### src/rtl/cnn_mem_arbiter.sv
// Memory-port arbiter and program loader: shares one single-port synchronous RAM
// between a valid/ready loader stream and the CPU request/mem_ready port.
module cnn_mem_arbiter #(
    parameter int unsigned DATA_W   = 16,
    parameter int unsigned ADDR_W   = 12,
    parameter int unsigned RD_LAT   = 1,
    parameter int unsigned AUTO_INC = 1
) (
    input  logic              clkn,
    input  logic              rstn,
    input  logic              sel_in,
    input  logic              ld_valid,
    output logic              ld_ready,
    input  logic [ADDR_W-1:0] ld_addr,
    input  logic [DATA_W-1:0] ld_data,
    output logic [ADDR_W:0]   ld_count,
    output logic              busy_load,
    input  logic              cpu_req,
    input  logic              cpu_we,
    input  logic [ADDR_W-1:0] cpu_addr,
    input  logic [DATA_W-1:0] cpu_wdata,
    output logic [DATA_W-1:0] cpu_rdata,
    output logic              mem_ready,
    output logic              ram_we,
    output logic [ADDR_W-1:0] ram_addr,
    output logic [DATA_W-1:0] ram_wdata,
    input  logic [DATA_W-1:0] ram_rdata
);

    localparam int unsigned CNT_W    = (RD_LAT > 1) ? $clog2(RD_LAT) : 1;
    localparam int unsigned LDCNT_W  = ADDR_W + 1;
    localparam logic [CNT_W-1:0] CNT_LAST = CNT_W'(RD_LAT - 1);

    typedef enum logic [1:0] {IDLE, CPU_ACC, CPU_WAIT, LOAD} state_t;

    state_t              state, state_n;
    logic [CNT_W-1:0]    cnt, cnt_n;
    logic                wr_pend, wr_pend_n;
    logic                first_beat, first_beat_n;
    logic [ADDR_W-1:0]   ptr, ptr_n;
    logic [ADDR_W-1:0]   beat_addr;
    logic                hs;
    logic [ADDR_W:0]     ld_count_n;
    logic [DATA_W-1:0]   cpu_rdata_n;
    logic                mem_ready_n;
    logic                busy_load_n;
    logic                ram_we_n;
    logic [ADDR_W-1:0]   ram_addr_n;
    logic [DATA_W-1:0]   ram_wdata_n;

    assign ld_ready  = (state == LOAD) && sel_in;
    assign hs        = ld_valid && ld_ready;
    assign beat_addr = ((AUTO_INC == 0) || first_beat) ? ld_addr : ptr;

    // Next-state and next-register values; a completed write holds IDLE for one
    // cycle so the delayed mem_ready pulse cannot be overtaken by a new request.
    always_comb begin
        state_n      = state;
        cnt_n        = cnt;
        wr_pend_n    = 1'b0;
        first_beat_n = first_beat;
        ptr_n        = ptr;
        ld_count_n   = ld_count;
        cpu_rdata_n  = cpu_rdata;
        mem_ready_n  = wr_pend;
        ram_we_n     = 1'b0;
        ram_addr_n   = ram_addr;
        ram_wdata_n  = ram_wdata;
        case (state)
            IDLE: begin
                if (wr_pend) begin
                    state_n = IDLE;
                end else if (sel_in) begin
                    state_n      = LOAD;
                    ld_count_n   = '0;
                    first_beat_n = 1'b1;
                end else if (cpu_req) begin
                    state_n     = CPU_ACC;
                    ram_we_n    = cpu_we;
                    ram_addr_n  = cpu_addr;
                    ram_wdata_n = cpu_wdata;
                end
            end
            CPU_ACC: begin
                if (ram_we) begin
                    state_n   = IDLE;
                    wr_pend_n = 1'b1;
                end else begin
                    state_n = CPU_WAIT;
                    cnt_n   = '0;
                end
            end
            CPU_WAIT: begin
                if (cnt == CNT_LAST) begin
                    state_n     = IDLE;
                    cpu_rdata_n = ram_rdata;
                    mem_ready_n = 1'b1;
                end else begin
                    cnt_n = cnt + CNT_W'(1);
                end
            end
            LOAD: begin
                if (!sel_in) begin
                    state_n = IDLE;
                end else if (hs) begin
                    ram_we_n     = 1'b1;
                    ram_wdata_n  = ld_data;
                    ram_addr_n   = beat_addr;
                    ptr_n        = beat_addr + ADDR_W'(1);
                    first_beat_n = 1'b0;
                    if (!ld_count[ADDR_W]) begin
                        ld_count_n = ld_count + LDCNT_W'(1);
                    end
                end
            end
            default: state_n = IDLE;
        endcase
        busy_load_n = (state_n == LOAD);
    end

    always_ff @(posedge clkn or negedge rstn) begin
        if (!rstn) begin
            state      <= IDLE;
            cnt        <= '0;
            wr_pend    <= 1'b0;
            first_beat <= 1'b0;
            ptr        <= '0;
            ld_count   <= '0;
            cpu_rdata  <= '0;
            mem_ready  <= 1'b0;
            busy_load  <= 1'b0;
            ram_we     <= 1'b0;
            ram_addr   <= '0;
            ram_wdata  <= '0;
        end else begin
            state      <= state_n;
            cnt        <= cnt_n;
            wr_pend    <= wr_pend_n;
            first_beat <= first_beat_n;
            ptr        <= ptr_n;
            ld_count   <= ld_count_n;
            cpu_rdata  <= cpu_rdata_n;
            mem_ready  <= mem_ready_n;
            busy_load  <= busy_load_n;
            ram_we     <= ram_we_n;
            ram_addr   <= ram_addr_n;
            ram_wdata  <= ram_wdata_n;
        end
    end

endmodule

### config.mk
export PLATFORM = sky130hd
export DESIGN_NAME = cnn_mem_arbiter
export DESIGN_NICKNAME = d
export VERILOG_FILES = /design/src/rtl/cnn_mem_arbiter.sv
export SDC_FILE = /design/constraint.sdc
export NUM_CORES = 1
export LEC_CHECK = 0
export BUFFER_PORTS_ARGS = -buffer_cell sky130_fd_sc_hd__buf_4
export CORE_MARGIN = 10
export CORE_UTILIZATION = 50
export DETAILED_ROUTE_END_ITERATION = 10
export PLACE_DENSITY = 0.9
export SLEW_MARGIN = 20
export SYNTH_ARGS = -nofsm -noshare
export SYNTH_HDL_FRONTEND = slang
export SYNTH_SLANG_ARGS = --single-unit
### constraint.sdc
create_clock -name clkn -period 4.2 [get_ports clkn]
set_input_delay 0.21 -clock clkn [delete_from_list [all_inputs] [get_ports clkn]]
set_output_delay 0.21 -clock clkn [all_outputs]
set_load 0.03 [all_outputs]
==> flow_metrics.tcl, run 1 <==
set metrics [dict create \
    outcome "complete, but fails checks" \
    failed_checks "hold timing" \
    synth_cells 370 \
    fmax_mhz 342 \
    seqPwrFrac_pct 33.5 \
    synth_cell_types 55 \
    start_kind "flop" \
    grt_usage_pct 17.9 \
    setup_viol_count_final 0 \
    whs_ns -0.00932 \
    cp.arrival_ns 3.17 \
    fin_setup_tns_ns 0 \
    clock_sinks 76 \
    start_util_pct 51.9 \
    grt_overflow 0 \
    slew_viol_final 0 \
    critical_path_class "flop to flop" \
    wl_per_cell_um 17.2 \
    leakage_nw 2.47 \
    insertion_delay_ns 0.35 \
    grt_pass1_vias 3416 \
    p_sw_mw 1.53 \
    fillers 555 \
    syn_avg_cell_area_um2 10.3 \
    io_buffers 138 \
    via_count 3283 \
    yosys_warnings 0 \
    cts_tree "built" \
    detail-route-antenna-nets 0 \
    rows 31 \
    crit_required_ns 4.45 \
    maxCapViolCount 0 \
    place_ws_ns 1.32 \
    cts_hold_buf 0 \
    ys_seq_area_share_pct 50.0 \
    post-route-period-util_pct 69.6 \
    syn-cell-area_mm2 0.00380 \
    drtIter0Drc 146 \
    grt_pass1_wl_um 16900 \
    synth_nets 455 \
    area_growth_pct 35.4 \
    viasPerCell 5.41 \
    core_mm2 0.00733 \
    cellPowerDensity_mw_per_mm2 708 \
    fin_crit_ns 2.93 \
    drcViolationCount 0 \
    max_stage_delay_ns 0.86 \
    dpl.hpwl_um 7900 \
    worst_pin_slew_ns 0.960 \
    p_total_mw 3.64 \
    gp_congestion 0.841 \
    rsz0062_at_grt "false" \
    ir_drop_mv 0.508 \
    swShare_pct 41.9 \
    die_area_mm2 0.0115 \
    cts_buffers 9 \
    setup_ws_ns 1.27 \
    place_area_mm2 0.00490 \
    dr.pass1.iters 6 \
    synth-seq-cells 76 \
    grt_max_degree 77 \
    post_cts_buffers 0 \
    antenna_found_initial 0 \
    die_w_um 107 \
    slowest_stage "o211ai_1" \
    crit_family "compound AO/OA/AOI/OAI gates" \
    fin_nets 588 \
    cp.buffers_inverters 1 \
    postLayoutCellArea_mm2 0.00515 \
    endpoint_kind "flop" \
    fp.dieH_um 107 \
    cp_max_fo 30 \
    diodes 0 \
    cts.path.max_buffers 2 \
    slew-limit-headroom_pct 36.0 \
    clkTransAtPathRegs_ns 0.09 \
    p_int_mw 2.12 \
    htree_levels 3 \
    hold_viol 1 \
    drive_gt1_share_pct 37.0 \
    finClkSkew_ns 0.0112 \
    post_cts_resized 0 \
    num_io_pins 139 \
    synthArstFlopShare_pct 100 \
    synth-main-ff-cell "dfrtp_1" \
    synth-edff-count 0 \
    p_clk_share_pct 18.9 \
    wl_um 10400 \
    hp-class "input pin to asynchronous set/reset pin" \
    worstPathCellList "ha_2, inv_1, o211ai_1, o21ai_0, o41ai_1" \
    cts-root-buf "clkbuf_8" \
    p_comb_share_pct 47.6 \
]
-- through the flow --
step / hold WS (ns) / instances / util [%]
final: -0.00932 / 607 / 70.2
after global routing: 0.0788 / 607 / 70.2
after CTS: 0.0380 / 607 / 70.2
after detailed placement: 0.426 / 591 / 66.8
after global placement: 0.411 / 591 / 66.8
after floorplan: -0.0856 / 370 / -
-- synth_stat cells, types with 7 or more instances --
cell	number	area (µm²)
a21oi_1	19	95.1
clkbuf_1	11	41.3
dfrtp_1	76	1900
ha_1	7	87.6
inv_1	12	45.0
mux2_2	21	236
mux2i_1	28	280
nand2_1	48	180
nand3_1	12	60.1
nor2_1	11	41.3
o21ai_0	43	215
-- placed cells by master, fill, tap and decap left out, types with 3 or more instances in the layout --
| cell type | Yosys | routed |
|---|---|---|
| buf_4 | 2 | 139 |
| dfrtp_1 | 76 | 76 |
| nand2_1 | 48 | 48 |
| o21ai_0 | 43 | 43 |
| mux2i_1 | 28 | 28 |
| mux2_2 | 21 | 21 |
| a21oi_1 | 19 | 19 |
| inv_1 | 12 | 12 |
| nand3_1 | 12 | 12 |
| nor2_1 | 11 | 11 |
| clkbuf_8 | 0 | 9 |
| ha_1 | 7 | 6 |
| and2_1 | 5 | 5 |
| and3_1 | 5 | 5 |
| o31ai_1 | 5 | 5 |
| or3_1 | 4 | 4 |
| nand3b_1 | 4 | 4 |
| o211ai_1 | 3 | 3 |
| nor3_1 | 3 | 3 |
| o31ai_2 | 3 | 3 |
| bufinv_16 | 0 | 3 |
-- kinds of logic after synthesis --
family	after synthesis	share of synthesized area, %
buf+inv	29	3.13
simple gates	111	14.6
fa+ha+maj	7	2.30
compound gates	95	15.6
mux	49	13.6
flops	76	50.0
xor+xnor	3	0.691
-- registers in the layout, indices dropped and copies added, names as in the netlist --
| register | flops |
|---|---|
| cpu_rdata | 16 |
| ram_wdata | 16 |
| ld_count | 13 |
| ptr | 12 |
| ram_addr | 12 |
| state | 2 |
| busy_load | 1 |
| first_beat | 1 |
| mem_ready | 1 |
| ram_we | 1 |
| wr_pend | 1 |
-- worst paths after layout --
check,slack (ns),cells past startpoint,start,endpoint
setup / recovery,1.27,5,state[1]$_DFF_PN0_,ld_count[8]$_DFFE_PN0P_
hold / removal,-0.009,1,rstn,cpu_rdata[14]$_DFFE_PN0P_
setup reg to reg,1.27,5,state[1]$_DFF_PN0_,ld_count[8]$_DFFE_PN0P_
hold reg to reg,0.48,2,ram_addr[11]$_DFFE_PN0P_,ram_addr[11]$_DFFE_PN0P_
max in group asynchronous,3.58,1,rstn,ld_count[8]$_DFFE_PN0P_
min in group clkn,0.08,2,ram_rdata[3],cpu_rdata[3]$_DFFE_PN0P_
-- layout make-up --
cell class,instances,area [µm²],share of cell area [%]
Sequential cell,76,1900,37.0
Multi-Input combinational cell,265,1780,34.7
Inverter,12,45.0,0.875
Timing Repair Buffer,139,1040,20.3
Clock buffer,9,124,2.41
Clock inverter,7,124,2.41
Tap cell,99,124,2.41
-- routing by layer --
| metal | GRT usage [%] | up-vias | part of all wire (%) |
|---|---|---|---|
| li1 | - | 1598 | - |
| met1 | 20.6 | 1535 | 40 |
| met2 | 29.9 | 136 | 49 |
| met3 | 6.11 | 14 | 9.0 |
| met4 | 7.35 | 0 | 1.9 |
| met5 | 0 | - | 0 |
-- power by group through the flow --
stage / Combinational [mW] / Clock, mW / Sequential (mW)
2_1_floorplan: 0.753 / 0 / 1.60
3_3_place_gp: 1.70 / 0 / 1.21
3_5_place_dp: 1.75 / 0 / 1.24
4_1_cts: 1.75 / 0.696 / 1.22
5_1_grt: 1.88 / 0.726 / 1.26
6_report: 1.73 / 0.690 / 1.22
Power figures use the tool's default switching activity.
==> inputs of run 2 (changes only) <==
--- a/config.mk
+++ b/config.mk
@@ -5,11 +5,12 @@
 export SDC_FILE = /design/constraint.sdc
 export NUM_CORES = 1
 export LEC_CHECK = 0
+export ABC_AREA = 1
 export BUFFER_PORTS_ARGS = -buffer_cell sky130_fd_sc_hd__buf_4
 export CORE_MARGIN = 10
-export CORE_UTILIZATION = 50
+export CORE_UTILIZATION = 45
 export DETAILED_ROUTE_END_ITERATION = 10
-export PLACE_DENSITY = 0.9
+export PLACE_DENSITY = 0.85
 export SLEW_MARGIN = 20
 export SYNTH_ARGS = -nofsm -noshare
 export SYNTH_HDL_FRONTEND = slang
==> constraint.sdc (replaced) <==
create_clock -name clkn -period 2.49 [get_ports clkn]
set_input_delay 0.1245 -clock clkn [delete_from_list [all_inputs] [get_ports clkn]]
set_output_delay 0.1245 -clock clkn [all_outputs]
set_load 0.03 [all_outputs]
==> flow_metrics.tcl, run 2 <==
set metrics [dict create \
    holdCritStartpoint "ram_rdata[3]" \
    grt_max_degree 77 \
    r2r-start "state[0]$_DFF_PN0_" \
    insertion_delay_ns 0.34 \
    synth_cell_types 34 \
    synthXorXnorAreaFrac_pct 0.894 \
    viasPerCell 5.11 \
    rows 33 \
    slew_viol_final 0 \
    clkTransAtPathRegs_ns 0.08 \
    worst_pin_slew_ns 0.947 \
    yosys_warnings 0 \
    grt_pass1_wl_um 18300 \
    leakage_nw 2.61 \
    yosys.area_share.simple_pct 22.7 \
    r2r_cells 8 \
    drcViolationCount 0 \
    gp_congestion 0.929 \
    synth_compound_gate_area_share_pct 14.4 \
    cts_buffers 9 \
    wl_per_cell_um 15.6 \
    syn-cell-area_mm2 0.00392 \
    fin_crit_ns 2.16 \
    final_cell_mix "142 x buf_4, 135 x nand2_1, 76 x dfrtp_1, 45 x o21ai_0, 37 x inv_1" \
    place_ws_ns 0.347 \
    cp_max_fo 36 \
    fin_setup_tns_ns 0 \
    syn_avg_cell_area_um2 8.48 \
    finClkSkew_ns 0.00899 \
    min_path_cells 2 \
    largestRegisters "cpu_rdata: 16 flops, ram_wdata: 16 flops, ld_count: 13 flops" \
    worstReg2RegEnd "ram_addr[1]$_DFFE_PN0P_" \
    synth_cells 462 \
    synth_nets 547 \
    drtIter0Drc 171 \
    drive_gt1_share_pct 32.9 \
    antenna_found_initial 0 \
    wl_um 11100 \
    clock_sinks 76 \
    io_buffers 138 \
    p_total_mw 6.70 \
    dr.pass1.iters 5 \
    core_mm2 0.00834 \
    hp-class "input pin to flop" \
    fp.dieH_um 113 \
    num_io_pins 139 \
    cts.path.max_buffers 2 \
    detail-route-antenna-nets 0 \
    cts_tree "built" \
    post_cts_buffers 0 \
    grt_overflow 0 \
    synth-main-ff-cell "dfrtp_1" \
    synth-edff-count 0 \
    setup_ws_ns 0.330 \
    critical_path_class "flop to flop" \
    rrSetupSlack_ns 0.33 \
    htree_levels 3 \
    start_util_pct 47.0 \
    synthAdderAreaFrac_pct 2.23 \
    cp.arrival_ns 2.39 \
    cellPowerDensity_mw_per_mm2 1260 \
    endpoint_kind "flop" \
    ys_seq_area_share_pct 48.5 \
    crit_required_ns 2.72 \
    dpl.hpwl_um 8430 \
    synth_top_cell_area_share_pct 48.5 \
    ir_drop_mv 0.714 \
    synth_top_family_by_area "simple AND/OR/NAND/NOR gates" \
    hold_end "cpu_rdata[3]$_DFFE_PN0P_" \
    start_kind "flop" \
    synthArstFlopShare_pct 100 \
    outcome "finished clean" \
    fin_nets 688 \
    post-route-period-util_pct 86.8 \
    synthMuxAreaShare_pct 4.60 \
    hold_viol 0 \
    die_w_um 113 \
    area_growth_pct 35.5 \
    grt_pass1_vias 3758 \
    via_count 3640 \
    slew-limit-headroom_pct 36.9 \
    synth.area.top_cells "dfrtp_1 49%, nand2_1 13%, o21ai_0 5.7%, o21a_1 5.6%, mux2_2 4.6%" \
    yosysTopAreaCell "dfrtp_1" \
    synth_common_cells "135 x nand2_1, 76 x dfrtp_1, 45 x o21ai_0" \
    yosysMostFrequentCell "nand2_1" \
    diodes 0 \
    synth-seq-cells 76 \
    post_cts_resized 0 \
    setup_viol_count_final 0 \
    maxCapViolCount 0 \
    final_common_cell "buf_4" \
    cts-root-buf "clkbuf_8" \
    grt_usage_pct 17.0 \
    rsz0062_at_grt "false" \
    die_area_mm2 0.0128 \
    fmax_mhz 463 \
]
run 2: cell types whose count changed in the layout (fill, tap and decap cells not counted), moves of 6 or more:
cell	delta
inv_1	+25
o21a_1	+29
nand3_1	+6
a21oi_1	-10
dlygate4sd3_1	+6
mux2i_1	-28
or2_2	+15
nor2_1	+15
nand2_1	+87
run 2: where the power goes:
part	internal, mW	leakage [nW]	switching (mW)	total [mW]
Sequential	1.74	0.920	0.334	2.08
Combinational	1.36	1.56	2.14	3.49
Clock	0.685	0.122	0.448	1.13
run 2: worst max-delay path by stage:
stage,from,endpoint,cells past startpoint
finish,state[0]$_DFF_PN0_,ram_addr[1]$_DFFE_PN0P_,8
global route,state[0]$_DFF_PN0_,ram_addr[1]$_DFFE_PN0P_,8
CTS,state[0]$_DFF_PN0_,ram_addr[1]$_DFFE_PN0P_,8
detailed placement,state[0]$_DFF_PN0_,ram_addr[1]$_DFFE_PN0P_,8
global placement,state[0]$_DFF_PN0_,ram_addr[1]$_DFFE_PN0P_,8
floorplan,state[0]$_DFF_PN0_,ram_addr[0]$_DFFE_PN0P_,9
run 2: kinds of logic after synthesis:
group	after synthesis
AO/OA/AOI/OAI	94
XOR/XNOR	4
adder cells (fa/ha/maj)	7
buffers and inverters	58
flip-flops	76
multiplexers	16
AND/OR/NAND/NOR	207
run 2: per-stage QoR:
stage,hold WS [ns],std cells,instance area [µm²],utilization (%)
floorplan,-0.171,462,3920,-
global placement,0.326,691,5010,60.1
detailed placement,0.339,691,5010,60.1
CTS,0.000190,711,5300,63.6
global route,0.00197,712,5310,63.7
finish,0.0144,712,5310,63.7
run 2: worst max-delay path, stage by stage (launching register included):
cell and delay (ns):
dfrtp_1 0.42, ha_1 0.39, nand3_4 0.28, o21ai_2 0.18, inv_2 0.06, nor3_4 0.12, buf_4 0.33, o21ai_0 0.14
o21a_1 0.12
run 2: layout make-up:
cell class | instances | area, µm²
inverter | 40 | 150
multi-input combinational | 328 | 1760
tap | 105 | 131
clock inverter | 5 | 100
clock buffer | 10 | 138
sequential | 76 | 1900
fill | 700 | 3030
timing repair buffer | 148 | 1130
run 2: routing by layer:
layer	up-vias	wire length (µm)	global-route usage, %
li1	1776	-	-
met1	1710	4510	20.9
met2	139	5450	27.3
met3	15	987	5.92
met4	0	161	5.67
met5	-	0	0
run 2: what timing repair did:
action                     4_1_cts  5_1_grt
hold endpoints to repair        80        1
hold buffers                     5        1
setup endpoints to repair        0        0
==> inputs of run 3 (changes only) <==
--- a/config.mk
+++ b/config.mk
@@ -5,12 +5,12 @@
 export SDC_FILE = /design/constraint.sdc
 export NUM_CORES = 1
 export LEC_CHECK = 0
-export ABC_AREA = 1
+export ABC_AREA = 0
 export BUFFER_PORTS_ARGS = -buffer_cell sky130_fd_sc_hd__buf_4
 export CORE_MARGIN = 10
 export CORE_UTILIZATION = 45
 export DETAILED_ROUTE_END_ITERATION = 10
-export PLACE_DENSITY = 0.85
+export PLACE_DENSITY = 0.86
 export SLEW_MARGIN = 20
 export SYNTH_ARGS = -nofsm -noshare
 export SYNTH_HDL_FRONTEND = slang
==> flow_metrics.tcl, run 3 (synthesis results as in run 1) <==
set metrics [dict create \
    wl_met3_um 898 \
    core_mm2 0.00822 \
    cp_max_fo 12 \
    fin_nets 608 \
    hold_viol 0 \
    cts.path.max_buffers 2 \
    grt_overflow 0 \
    final_cells 633 \
    grt_pass1_wl_um 17000 \
    wl_per_cell_um 16.6 \
    rsz0062_at_grt "false" \
    fp.dieH_um 112 \
    drcViolationCount 0 \
    detail-route-antenna-nets 0 \
    final_util_pct 64.7 \
    fin_crit_ns 2.09 \
    io_buffers 138 \
    num_io_pins 139 \
    viasPerCell 5.28 \
    post_cts_resized 0 \
    finClkSkew_ns 0.0127 \
    clock_sinks 76 \
    cp.arrival_ns 2.34 \
    start_kind "flop" \
    hp-class "input pin to flop" \
    area_growth_pct 39.8 \
    dp.cells 603 \
    dr.pass1.iters 4 \
    cts_buffers 9 \
    wl_met2_um 5150 \
    die_w_um 112 \
    grt_pass1_vias 3462 \
    insertion_delay_ns 0.35 \
    start_util_pct 46.3 \
    dpl.hpwl_um 8050 \
    clkTransAtPathRegs_ns 0.08 \
    htree_levels 3 \
    wl_um 10500 \
    final_common_cell "buf_4" \
    slew_viol_final 0 \
    rows 33 \
    largestRegisters "cpu_rdata: 16 flops, ram_wdata: 16 flops, ld_count: 13 flops" \
    ir_drop_mv 0.758 \
    wl_met1_um 4370 \
    multi_input_comb_area_mm2 0.00178 \
    worst_pin_slew_ns 0.968 \
    setup_viol_count_final 0 \
    diodes 0 \
    gp_congestion 0.915 \
    cellPowerDensity_mw_per_mm2 1150 \
    cts_tree "built" \
    maxCapViolCount 0 \
    drtIter0Drc 151 \
    fin_setup_tns_ns 0 \
    grt_max_degree 77 \
    antenna_found_initial 0 \
    grt_usage_pct 16.2 \
    register_area_mm2 0.00190 \
    crit_required_ns 2.74 \
    outcome "finished clean" \
    endpoint_kind "flop" \
    rrSetupSlack_ns 0.40 \
    via_count 3341 \
    critical_path_class "flop to flop" \
    final_cell_mix "145 x buf_4, 76 x dfrtp_1, 48 x nand2_1, 43 x o21ai_0, 28 x mux2i_1" \
    cts-root-buf "clkbuf_8" \
    top_layer "met4" \
    slew-limit-headroom_pct 35.5 \
    leakage_nw 2.55 \
    die_area_mm2 0.0125 \
    post-route-period-util_pct 83.8 \
    whs_ns 0.0203 \
    drive_gt1_share_pct 36.6 \
    fmax_mhz 479 \
    fillers 661 \
]
[run 3: cell count changes in the layout (fill, tap and decap cells not counted), moves of 6 or more]
| cell | change |
|---|---|
| inv_1 | -25 |
| dlygate4sd3_1 | +8 |
| nand2_1 | -87 |
| mux2i_1 | +28 |
| a21oi_1 | +10 |
| nand3_1 | -6 |
| or2_2 | -15 |
| nor2_1 | -15 |
| o21a_1 | -29 |
[run 3: power by group]
part	leakage, nW	switching, mW	internal [mW]
Combinational	1.47	1.78	1.24
Clock	0.110	0.477	0.570
Sequential	0.967	0.326	1.71
[run 3: cell type report]
class | instances | area share [%]
flip-flops and latches | 76 | 35.8
repair buffers | 159 | 23.1
inverters | 12 | 0.848
well taps | 105 | 2.47
clock buffers | 9 | 2.33
multi-input cells | 265 | 33.6
clock inverters | 7 | 1.86
[run 3: repair_timing]
action,CTS,global route
hold buffers,12,2
setup buffers,0,0
hold endpoints to repair,87,2
[run 3: per-layer routing]
layer | GRT usage (%) | up-vias
met5 | 0 | -
met4 | 4.46 | 0
met3 | 7.19 | 9
met2 | 26.8 | 127
met1 | 18.6 | 1573
li1 | - | 1632
[run 3: worst max-delay path: stages (launching register included)]
cell      delay (ns)
dfrtp_1         0.62
mux2_2          0.27
ha_1            0.18
inv_1           0.11
nor4_1          0.48
a21boi_1        0.13
o31ai_1         0.20
[run 3: through the flow]
stage | power (mW) | area [µm²] | setup slack, ns
finish | 6.10 | 5310 | 0.404
global route | 6.50 | 5310 | 0.248
CTS | 6.16 | 5290 | 0.461
detailed placement | 5.08 | 4950 | 0.459
global placement | 4.97 | 4950 | 0.497
floorplan | 3.97 | 3800 | 0.502
[run 3: worst paths after layout]
| kind | startpoint | end | depth (start not counted) |
|---|---|---|---|
| max | first_beat$_DFFE_PN0P_ | ptr[6]$_DFFE_PN0P_ | 6 |
| max reg2reg | first_beat$_DFFE_PN0P_ | ptr[6]$_DFFE_PN0P_ | 6 |
| min in group asynchronous | rstn | ld_count[5]$_DFFE_PN0P_ | 2 |
| min reg2reg | ram_wdata[10]$_DFFE_PN0P_ | ram_wdata[10]$_DFFE_PN0P_ | 2 |
| min | ram_rdata[1] | cpu_rdata[1]$_DFFE_PN0P_ | 2 |
| max in group asynchronous | rstn | ram_wdata[10]$_DFFE_PN0P_ | 2 |
